$ cat src/rtl/mem_wr_buffer.sv
// mem_wr_buffer: store path from Excute to the data cache.
// Decodes byte/half/word/dword stores into lane-aligned data plus an
// active-low bit mask, rejects misaligned stores with a one-cycle pulse,
// queues legal stores in a DEPTH-entry FIFO drained over valid/ready, and
// reports whether a load address hits any queued store lane.
// Optional feature: define MEM_WR_MERGE_EN to let a store fold into the
// youngest queued entry (never the head) when both target the same lane.
module mem_wr_buffer #(
    parameter int DATA_WIDTH = 32,
    parameter int ADDR_WIDTH = 32,
    parameter int DEPTH      = 4
) (
    input  logic                    clk,
    input  logic                    rst_n,
    input  logic                    iStValid,
    input  logic [1:0]              iStSize,
    input  logic [ADDR_WIDTH-1:0]   iStAddr,
    input  logic [DATA_WIDTH-1:0]   iStData,
    output logic                    oStReady,
    output logic                    oMisalign,
    input  logic                    iFlush,
    output logic                    oDcValid,
    input  logic                    iDcReady,
    output logic [ADDR_WIDTH-1:0]   oDcAddr,
    output logic [DATA_WIDTH-1:0]   oDcData,
    output logic [DATA_WIDTH-1:0]   oDcMask,
    input  logic [ADDR_WIDTH-1:0]   iLdAddr,
    output logic                    oLdHit,
    output logic [$clog2(DEPTH):0]  oCount
);

    localparam int NB    = DATA_WIDTH / 8;
    localparam int OFF_W = $clog2(NB);
    localparam int PTR_W = $clog2(DEPTH);
    localparam int CNT_W = PTR_W + 1;

    // Entry storage; validity is implied by head pointer and count.
    logic [ADDR_WIDTH-1:0] ent_addr [DEPTH];
    logic [DATA_WIDTH-1:0] ent_data [DEPTH];
    logic [DATA_WIDTH-1:0] ent_mask [DEPTH];

    logic [PTR_W-1:0]      head_reg, head_next;
    logic [PTR_W-1:0]      tail_reg, tail_next;
    logic [CNT_W-1:0]      count_reg, count_next;
    logic                  misalign_reg, misalign_next;
    logic [ADDR_WIDTH-1:0] out_addr_reg;
    logic [DATA_WIDTH-1:0] out_data_reg;
    logic [DATA_WIDTH-1:0] out_mask_reg;

    // Store decode
    logic [OFF_W-1:0]      st_off;
    logic                  st_legal;
    logic [NB-1:0]         size_bytes;
    logic [NB-1:0]         st_byte_en;
    logic [DATA_WIDTH-1:0] st_trim;
    logic [DATA_WIDTH-1:0] st_lane_data;
    logic [DATA_WIDTH-1:0] st_lane_mask;
    logic [ADDR_WIDTH-1:0] st_lane_addr;
    logic [ADDR_WIDTH-1:0] ld_lane_addr;
    logic                  unused_ld_off;

    // Handshake / control
    logic                  full;
    logic                  mergeable;
    logic                  push_fire;
    logic                  merge_fire;
    logic                  alloc;
    logic                  pop_fire;

    // Write port into the entry array (new entry or merge target)
    logic                  wr_en;
    logic [PTR_W-1:0]      wr_idx;
    logic [DATA_WIDTH-1:0] wr_data;
    logic [DATA_WIDTH-1:0] wr_mask;

    logic [DEPTH-1:0]      hit_vec;

    assign st_off        = iStAddr[OFF_W-1:0];
    assign st_lane_addr  = {iStAddr[ADDR_WIDTH-1:OFF_W], {OFF_W{1'b0}}};
    assign ld_lane_addr  = {iLdAddr[ADDR_WIDTH-1:OFF_W], {OFF_W{1'b0}}};
    assign unused_ld_off = ^iLdAddr[OFF_W-1:0];

    // Alignment legality by access size; dword only fits a 64-bit lane
    always_comb begin
        st_legal = 1'b0;
        case (iStSize)
            2'b00:   st_legal = 1'b1;
            2'b01:   st_legal = ~iStAddr[0];
            2'b10:   st_legal = (iStAddr[1:0] == 2'b00);
            default: st_legal = (DATA_WIDTH == 64) && (iStAddr[2:0] == 3'b000);
        endcase
    end

    // Bytes covered by the access size, before shifting into the lane
    always_comb begin
        size_bytes = '0;
        for (int b = 0; b < NB; b++) begin
            size_bytes[b] = (32'(b) < (32'd1 << iStSize));
        end
    end

    assign st_byte_en = size_bytes << st_off;

    generate
        for (genvar gi = 0; gi < NB; gi++) begin : g_byte
            assign st_trim[gi*8 +: 8]      = size_bytes[gi] ? iStData[gi*8 +: 8] : 8'h00;
            assign st_lane_mask[gi*8 +: 8] = {8{~st_byte_en[gi]}};
        end
    endgenerate

    assign st_lane_data = st_trim << {st_off, 3'b000};

    assign full = (count_reg == CNT_W'(DEPTH));

`ifdef MEM_WR_MERGE_EN
    logic [PTR_W-1:0] young_idx;
    assign young_idx = tail_reg - PTR_W'(1);
    // Youngest entry is a merge target only when it is not also the head
    assign mergeable = (count_reg >= CNT_W'(2)) && (ent_addr[young_idx] == st_lane_addr);
`else
    assign mergeable = 1'b0;
`endif

    assign oStReady   = !full || mergeable;
    assign push_fire  = iStValid && oStReady && st_legal && !iFlush;
    assign merge_fire = push_fire && mergeable;
    assign alloc      = push_fire && !mergeable;
    assign pop_fire   = (count_reg != '0) && iDcReady && !iFlush;

    // Select what the entry array writes this cycle: a fresh entry or a merge
    always_comb begin
        wr_en   = push_fire;
        wr_idx  = tail_reg;
        wr_data = st_lane_data;
        wr_mask = st_lane_mask;
`ifdef MEM_WR_MERGE_EN
        if (merge_fire) begin
            wr_idx  = young_idx;
            wr_data = (ent_data[young_idx] & st_lane_mask) | st_lane_data;
            wr_mask = ent_mask[young_idx] & st_lane_mask;
        end
`else
        if (merge_fire) begin
            wr_idx = tail_reg;
        end
`endif
    end

    // Pointer/count bookkeeping; flush wins over push and pop
    always_comb begin
        head_next     = head_reg + PTR_W'(pop_fire);
        tail_next     = tail_reg + PTR_W'(alloc);
        count_next    = count_reg + CNT_W'(alloc) - CNT_W'(pop_fire);
        misalign_next = iStValid && oStReady && !st_legal && !iFlush;
        if (iFlush) begin
            head_next  = head_reg;
            tail_next  = head_reg;
            count_next = '0;
        end
    end

    // Entry array writes; contents need no reset since count gates validity
    always_ff @(posedge clk) begin
        if (wr_en) begin
            ent_addr[wr_idx] <= st_lane_addr;
            ent_data[wr_idx] <= wr_data;
            ent_mask[wr_idx] <= wr_mask;
        end
    end

    // Control state and head-of-queue output registers
    always_ff @(posedge clk or negedge rst_n) begin
        if (!rst_n) begin
            head_reg     <= '0;
            tail_reg     <= '0;
            count_reg    <= '0;
            misalign_reg <= 1'b0;
            out_addr_reg <= '0;
            out_data_reg <= '0;
            out_mask_reg <= '1;
        end else begin
            head_reg     <= head_next;
            tail_reg     <= tail_next;
            count_reg    <= count_next;
            misalign_reg <= misalign_next;
            // Outputs follow the next head; they hold while the queue is empty
            if (!iFlush && (count_next != '0)) begin
                if (wr_en && (wr_idx == head_next)) begin
                    out_addr_reg <= st_lane_addr;
                    out_data_reg <= wr_data;
                    out_mask_reg <= wr_mask;
                end else begin
                    out_addr_reg <= ent_addr[head_next];
                    out_data_reg <= ent_data[head_next];
                    out_mask_reg <= ent_mask[head_next];
                end
            end
        end
    end

    // Load hazard: any valid entry (head included) in the same lane
    generate
        for (genvar gi = 0; gi < DEPTH; gi++) begin : g_hit
            logic [PTR_W-1:0] rel;
            assign rel         = PTR_W'(gi) - head_reg;
            assign hit_vec[gi] = ({1'b0, rel} < count_reg) && (ent_addr[gi] == ld_lane_addr);
        end
    endgenerate

    assign oLdHit    = |hit_vec;
    assign oDcValid  = (count_reg != '0);
    assign oDcAddr   = out_addr_reg;
    assign oDcData   = out_data_reg;
    assign oDcMask   = out_mask_reg;
    assign oMisalign = misalign_reg;
    assign oCount    = count_reg;

endmodule

$ cat config.mk
export PLATFORM = sky130hd
export DESIGN_NAME = mem_wr_buffer
export DESIGN_NICKNAME = d
export VERILOG_FILES = /design/src/rtl/mem_wr_buffer.sv
export SDC_FILE = /design/constraint.sdc
export NUM_CORES = 1
export LEC_CHECK = 0
export BUFFER_PORTS_ARGS = -buffer_cell sky130_fd_sc_hd__buf_2
export CORE_UTILIZATION = 47
export CTS_CLUSTER_DIAMETER = 200
export DETAILED_ROUTE_END_ITERATION = 8
export PLACE_DENSITY_LB_ADDON = 0.08
export SKIP_LAST_GASP = 1
export SYNTH_ARGS = -nofsm -noshare
export SYNTH_HDL_FRONTEND = slang
export SYNTH_SLANG_ARGS = --single-unit
$ cat constraint.sdc
create_clock -name clk -period 6.5 [get_ports clk]
set_input_delay 0.65 -clock clk [delete_from_list [all_inputs] [get_ports clk]]
set_output_delay 0.65 -clock clk [all_outputs]
set_load 0.1 [all_outputs]
Word level (Yosys, flattened, before mapping)
Memories as Yosys holds them, arrays and structs flattened. A register that Yosys moved wholly into a read port is not among the register bits.
Index checks and enable logic that the tools add are counted.
{"block": "classes", "n_reduce_logical": 24, "eq_ne": 8, "n_addsub": 8, "multipliers": 0, "shifts": 3, "n_div": 0, "order_cmp": 8, "mux": 11, "bitwise_logic": 5}
{"cell": "$eq A32 B32 Y1", "n": 4}
{"cell": "$lt A1 B32 Y1 const A", "n": 2}
{"cell": "$lt A2 B32 Y1 const A", "n": 2}
{"cell": "$mux W32", "n": 1}
{"cell": "$mux W8", "n": 4}
{"cell": "$shl A1 B2 Y32 const A", "n": 1}
{"cell": "$shl A32 B5 Y32", "n": 1}
{"cell": "$logic_and A1 B1 Y1", "n": 13}
{"cell": "$lt A2 B3 Y1", "n": 4}
{"cell": "$logic_not A1 Y1", "n": 6}
{"cell": "$reduce_bool A3 Y1", "n": 2}
{"cell": "$not A1 Y1", "n": 5}
{"cell": "$add A2 B1 Y2", "n": 2}
{"cell": "$logic_not A2 Y1", "n": 2}
{"cell": "$mux W2", "n": 2}
{"cell": "$reduce_or A4 Y1", "n": 1}
{"cell": "$shl A4 B2 Y4", "n": 1}
{"cell": "$sub A1 B2 Y2 const A", "n": 2}
{"cell": "$sub A2 B2 Y2 const A", "n": 2}
{"cell": "$add A3 B1 Y3", "n": 1}
{"cell": "$eq A3 B3 Y1 const B", "n": 1}
{"cell": "$mux W3", "n": 1}
{"cell": "$pmux W1 S3", "n": 1}
{"cell": "$sub A3 B1 Y3", "n": 1}
{"cell": "4 further kinds", "n": 5}
{"block": "totals", "regBits": 40, "romBits": 0, "inputBits": 103, "ramBits": 376, "elab_cells": 75, "output_inout_bits": 103, "memories": 3, "latchBits": 0}
{"memory": "ent_data", "words": 4, "word_bits": 32, "rd": 1, "rd_ports_with_merged_regs": 1, "wr": 1, "line": "39", "text": "logic [DATA_WIDTH-1:0] ent_data [DEPTH];"}
{"memory": "ent_mask", "words": 4, "word_bits": 32, "rd": 1, "rd_ports_with_merged_regs": 1, "wr": 1, "line": "40", "text": "logic [DATA_WIDTH-1:0] ent_mask [DEPTH];"}
{"memory": "ent_addr", "words": 4, "word_bits": 30, "rd": 5, "rd_ports_with_merged_regs": 1, "wr": 1, "line": "38", "text": "logic [ADDR_WIDTH-1:0] ent_addr [DEPTH];"}

Depth between registers and ports, before layout
{"block": "depth", "depth_word": 10, "mapped_depth": 15, "ltp_nobuf": 13}

Least setup slack after synthesis
Ideal clock, no wire load.
{"block": "synth_timing", "path_kind": "flip-flop to flip-flop", "startpoint": "register count_reg[1] (netlist: oCount[1])", "endpoint": "memory ent_addr[2][0] (netlist bit) (enable)", "path_buffers": 0, "setup_slack_ns": -1.276, "setup_time_ns": 0.585, "required_ns": 5.915, "period_less_slack_ns": 7.776, "arrival_ns": 7.191, "stages_incl_launch_ff": 5, "path_cell_list": "dfrtp_1 > nor2_1 > nand2_1 > or3b_4 > nor3b_1"}
{"block": "synth_between", "elab_chain_cells": 7}
{"element": "start, declared", "line": "44", "text": "logic [CNT_W-1:0] count_reg, count_next;"}
{"element": "start signal, assigned", "line": "184", "text": "count_reg <= count_next;"}
{"element": "$eq A3 B3 Y1", "line": "113", "text": "assign full = (count_reg == CNT_W'(DEPTH));"}
{"element": "$logic_not A1 Y1", "line": "124", "text": "assign oStReady = !full || mergeable;"}
{"element": "named net oStReady", "line": "19", "text": "output logic oStReady,"}
{"element": "$logic_and A1 B1 Y1 (3 in series)", "line": "125", "text": "assign push_fire = iStValid && oStReady && st_legal && !iFlush;"}
{"element": "$mux W1", "line": "164", "text": "if (wr_en) begin"}
{"element": "$mux W1 (not written as such)", "line": "165", "text": "ent_addr[wr_idx] <= st_lane_addr;"}
{"element": "end, declared", "line": "38"}
The timed path passes the listed nets, and every way through them passes these cells.

Worst setup path after layout
{"block": "layout_timing", "startpoint": "input iStAddr[0]", "endpoint": "register out_addr_reg[7] (netlist: oDcAddr[7]) (read register of ent_addr)"}
{"block": "layout_between", "elab_chain_cells": 9, "elab_cells_between_ends": 10, "cone_classes": "add/sub: 2; mux: 2; bitwise: 1; reduce/logical: 5"}
{"element": "start, declared", "line": "17", "text": "input logic [ADDR_WIDTH-1:0] iStAddr,"}
{"element": "$logic_not A2 Y1 / $not A1 Y1 (equally long branches)", "line": "89, 88"}
{"element": "$pmux W1 S3 *", "line": "86", "text": "case (iStSize)"}
{"element": "$logic_and A1 B1 Y1 * (2 in series)", "line": "125"}
{"element": "$add A3 B1 Y3 *", "line": "153", "text": "count_next = count_reg + CNT_W'(alloc) - CNT_W'(pop_fire);"}
{"element": "$sub A3 B1 Y3 *", "line": "153"}
{"element": "$mux W3 *", "line": "155", "text": "if (iFlush) begin"}
{"element": "$reduce_bool A3 Y1 *", "line": "187", "text": "if (!iFlush && (count_next != '0)) begin"}
{"element": "$logic_and A1 B1 Y1 *", "line": "187"}
{"element": "end, declared", "line": "46", "text": "logic [ADDR_WIDTH-1:0] out_addr_reg;"}
Mark *: on every way between the ends. The rest lies on a longest branch, timed or not.
A chain may end at the register's enable or synchronous reset.

==> flow_metrics.py <==
metrics = {
    "run_status": {
        "status": "complete, no violations",
    },
    "timing": {
        "hold_violations": 0,
        "setup_violations": 0,
        "setup_tns_ns": 0,
        "maxSlewHeadroom": 0.253,
        "worst_slew_pin_slew_ns": 1.12,
        "finClkSkew_ns": 0.0116,
        "max_freq_ghz": 0.229,
        "rsz0062_at_grt": "no",
        "worst_slack_ns": 2.14,
        "period_share": 0.672,
        "fin_crit_ns": 4.36,
        "final_max_slew_viol_count": 0,
    },
    "final_layout": {
        "fill_cells": 2584,
        "layout-drive-gt1-share": 0.304,
        "final_nets": 1256,
        "fin_cells": 1575,
        "regArea_um2": 9780,
        "multi_input_area_um2": 4680,
        "largest_reg_flops": 128,
        "top_register": "ent_data",
        "syn_to_final_growth_pct": 16.7,
        "diodes": 0,
        "fin_util": 0.557,
    },
    "synth": {
        "synth.largest_area_cell": "edfxtp_1",
        "synth-edff-count": 264,
        "synthSimpleGateAreaFrac": 0.0551,
        "synth-seq-cells": 338,
        "muxShareOfSynthArea": 0.106,
        "synth_fa_ha_area_frac": 0.00800,
        "synth_flop_cell": "edfxtp_1",
        "synth_cells": 967,
        "async_flop_share": 0.219,
        "synth_compound_area_frac": 0.0629,
        "netlist_area_um2": 15000,
        "synth.yosys.warnings": 0,
        "seq_area_frac_synth": 0.652,
        "avgSynthCellArea_um2": 15.5,
        "synthTopCellsByArea": "edfxtp_1 53%, dfrtp_1 12%, mux4_2 9.9%, xor2_1 5.7%, nand2_1 2.3%",
        "synth.distinct_cells": 51,
        "yosys.cell_count.top_type": "edfxtp_1",
        "synth_xor_area_frac": 0.0754,
        "synth_top_family_by_area": "multiplexers",
        "yosysTopAreaCellShare": 0.528,
        "synth_common_cells": "264 x edfxtp_1, 97 x xor2_1, 92 x nand2_1",
    },
    "clock_tree": {
        "cts_root_buffer": "clkbuf_16",
        "clk_latency_ns": 0.51,
        "cts_resized": 0,
        "cts_hold_buf": 0,
        "cts_tree": "built",
        "htreeDepth": 2,
        "postCtsSetupBuffers": 0,
        "cts.sinks": 338,
        "cts_buffers": 37,
        "clkSlewWorstSetupHoldPaths_ns": 0.06,
        "cts_max_path_buffers": 3,
    },
    "global_routing": {
        "grt_use_total": 0.238,
        "grt-ovfl-total": 0,
        "grt_pass1_wl_mm": 57.5,
        "grt_max_degree": 68,
        "grt_pass1_vias": 9239,
        "grt_antenna_before_repair": 1,
    },
    "worst_setup_path": {
        "critPathLaunchType": "input pin",
        "crit_slowest_cell": "o2111a_2",
        "crit_chain": "buf_2 > or3_1 > and2_1 > or3b_4 > ha_1 > inv_1 > ha_1 > inv_1 > fa_1 > xor3_1 > o2111a_2 > buf_4 > a222oi_1 > inv_1",
        "end_kind": "flip-flop",
        "critPathMostFrequentCell": "inv_1",
        "worstPathArrival_ns": 4.81,
        "crit_fanout": 39,
        "worst_ep_required_time_ns": 6.95,
        "crit_type": "input pin to flip-flop",
        "critical_path.max_stage_delay_ns": 0.86,
        "r2r_setup_slack_ns": 2.69,
    },
    "route": {
        "drt_iter0_drc": 810,
        "drc": 0,
        "vias": 9066,
        "avgViaCountPerCell": 5.76,
        "routedWlPerCell_um": 24.3,
        "first_pass_iters": 8,
        "routed_wl_mm": 38.3,
        "ant_nets": 0,
    },
    "power": {
        "ir_drop_mv": 0.384,
        "power.density_nw_per_um2": 548,
        "p_leak_uw": 0.00675,
    },
    "floorplanning": {
        "rows": 65,
        "die_w_um": 181,
        "core_area_um2": 31500,
        "die_y_um": 181,
        "die_area_um2": 32700,
        "initial_core_util": 0.477,
        "pin_count": 206,
    },
    "place": {
        "hpwl_mm": 24.9,
        "post-place-ws_ns": 1.58,
        "gp_congestion": 0.856,
        "numPortBuffers": 201,
        "placedCellCount": 1507,
    },
    "run": {
        "max_cap_violations": 0,
    },
    "min_path": {
        "hold_class": "input pin to asynchronous set/reset pin",
    },
}
[through the flow]
| step | instance area, µm² | total power [µW] | hold slack (ns) |
|---|---|---|---|
| 6_report | 17500 | 9610 | 0.117 |
| 3_5_place_dp | 16300 | 7570 | 0.454 |
| 5_1_grt | 17500 | 10000 | 0.161 |
| 3_3_place_gp | 16300 | 7540 | 0.450 |
| 4_1_cts | 17500 | 9700 | 0.130 |
| 2_1_floorplan | 15000 | 6750 | 0.354 |
[metal layers]
layer,global-route usage,vias up,wire (µm)
met1,0.323,4633,16200
met2,0.398,337,18900
met5,0,-,13
met3,0.0399,54,2320
met4,0.0650,2,846
li1,-,4040,-
[worst max-delay path, delay by kind of cell]
| kind | cells | cell delay, ns |
|---|---|---|
| simple gates | 3 | 1.15 |
| compound gates | 2 | 0.97 |
| xor+xnor | 1 | 0.29 |
| fa+ha+maj | 3 | 0.77 |
| buf+inv | 5 | 0.93 |
[where the power goes]
part | switching [µW] | leakage, µW | internal (µW)
logic | 3500 | 0.00284 | 1120
clock network | 828 | 0.000601 | 1290
registers | 194 | 0.00331 | 2670
[cell usage in the layout (no fill, tap or decap), types with 13 or more instances in the layout]
master / synthesis / routed
xnor2_1: 27 / 26
xor2_1: 97 / 97
buf_4: 32 / 13
inv_1: 38 / 38
a222oi_1: 30 / 30
nor4_1: 22 / 22
mux4_2: 66 / 66
clkbuf_16: 0 / 39
a22oi_1: 31 / 31
buf_2: 12 / 200
edfxtp_1: 264 / 264
dfrtp_1: 70 / 70
and2_1: 14 / 14
nand2_1: 92 / 92
o21ai_1: 19 / 18
[path summary, 6_finish.rpt]
kind                                  start             end  cells after the start
worst max register to register    oCount[1]      oDcAddr[7]                     13
worst max-delay path             iStAddr[0]      oDcAddr[7]                     14
min in group clk                 iStAddr[6]  ent_addr[0][4]                      1
worst min register to register  oDcData[23]     oDcData[23]                      2
worst min-delay path                  rst_n      oDcAddr[4]                      1
max in group asynchronous             rst_n     oDcData[19]                      2
[layout make-up]
cell class / count / area share
tap: 402 / 0.0287
sequential: 338 / 0.559
clock inverter: 12 / 0.00829
timing repair buffer: 215 / 0.0650
multi-input combinational: 509 / 0.267
clock buffer: 56 / 0.0628
inverter: 43 / 0.00929
[cells by family (layout without fill, tap and decap cells)]
kind of cell / Yosys count / after routing
other: 1 / 2
DFF: 338 / 338
xor gates and xnor gates: 126 / 126
buffers and inverters: 121 / 326
AOI/OAI and AO/OA: 123 / 123
muxes: 76 / 76
adders and majority gates: 9 / 9
and+or+nand+nor: 173 / 173
(Power assumes the default switching activity.)
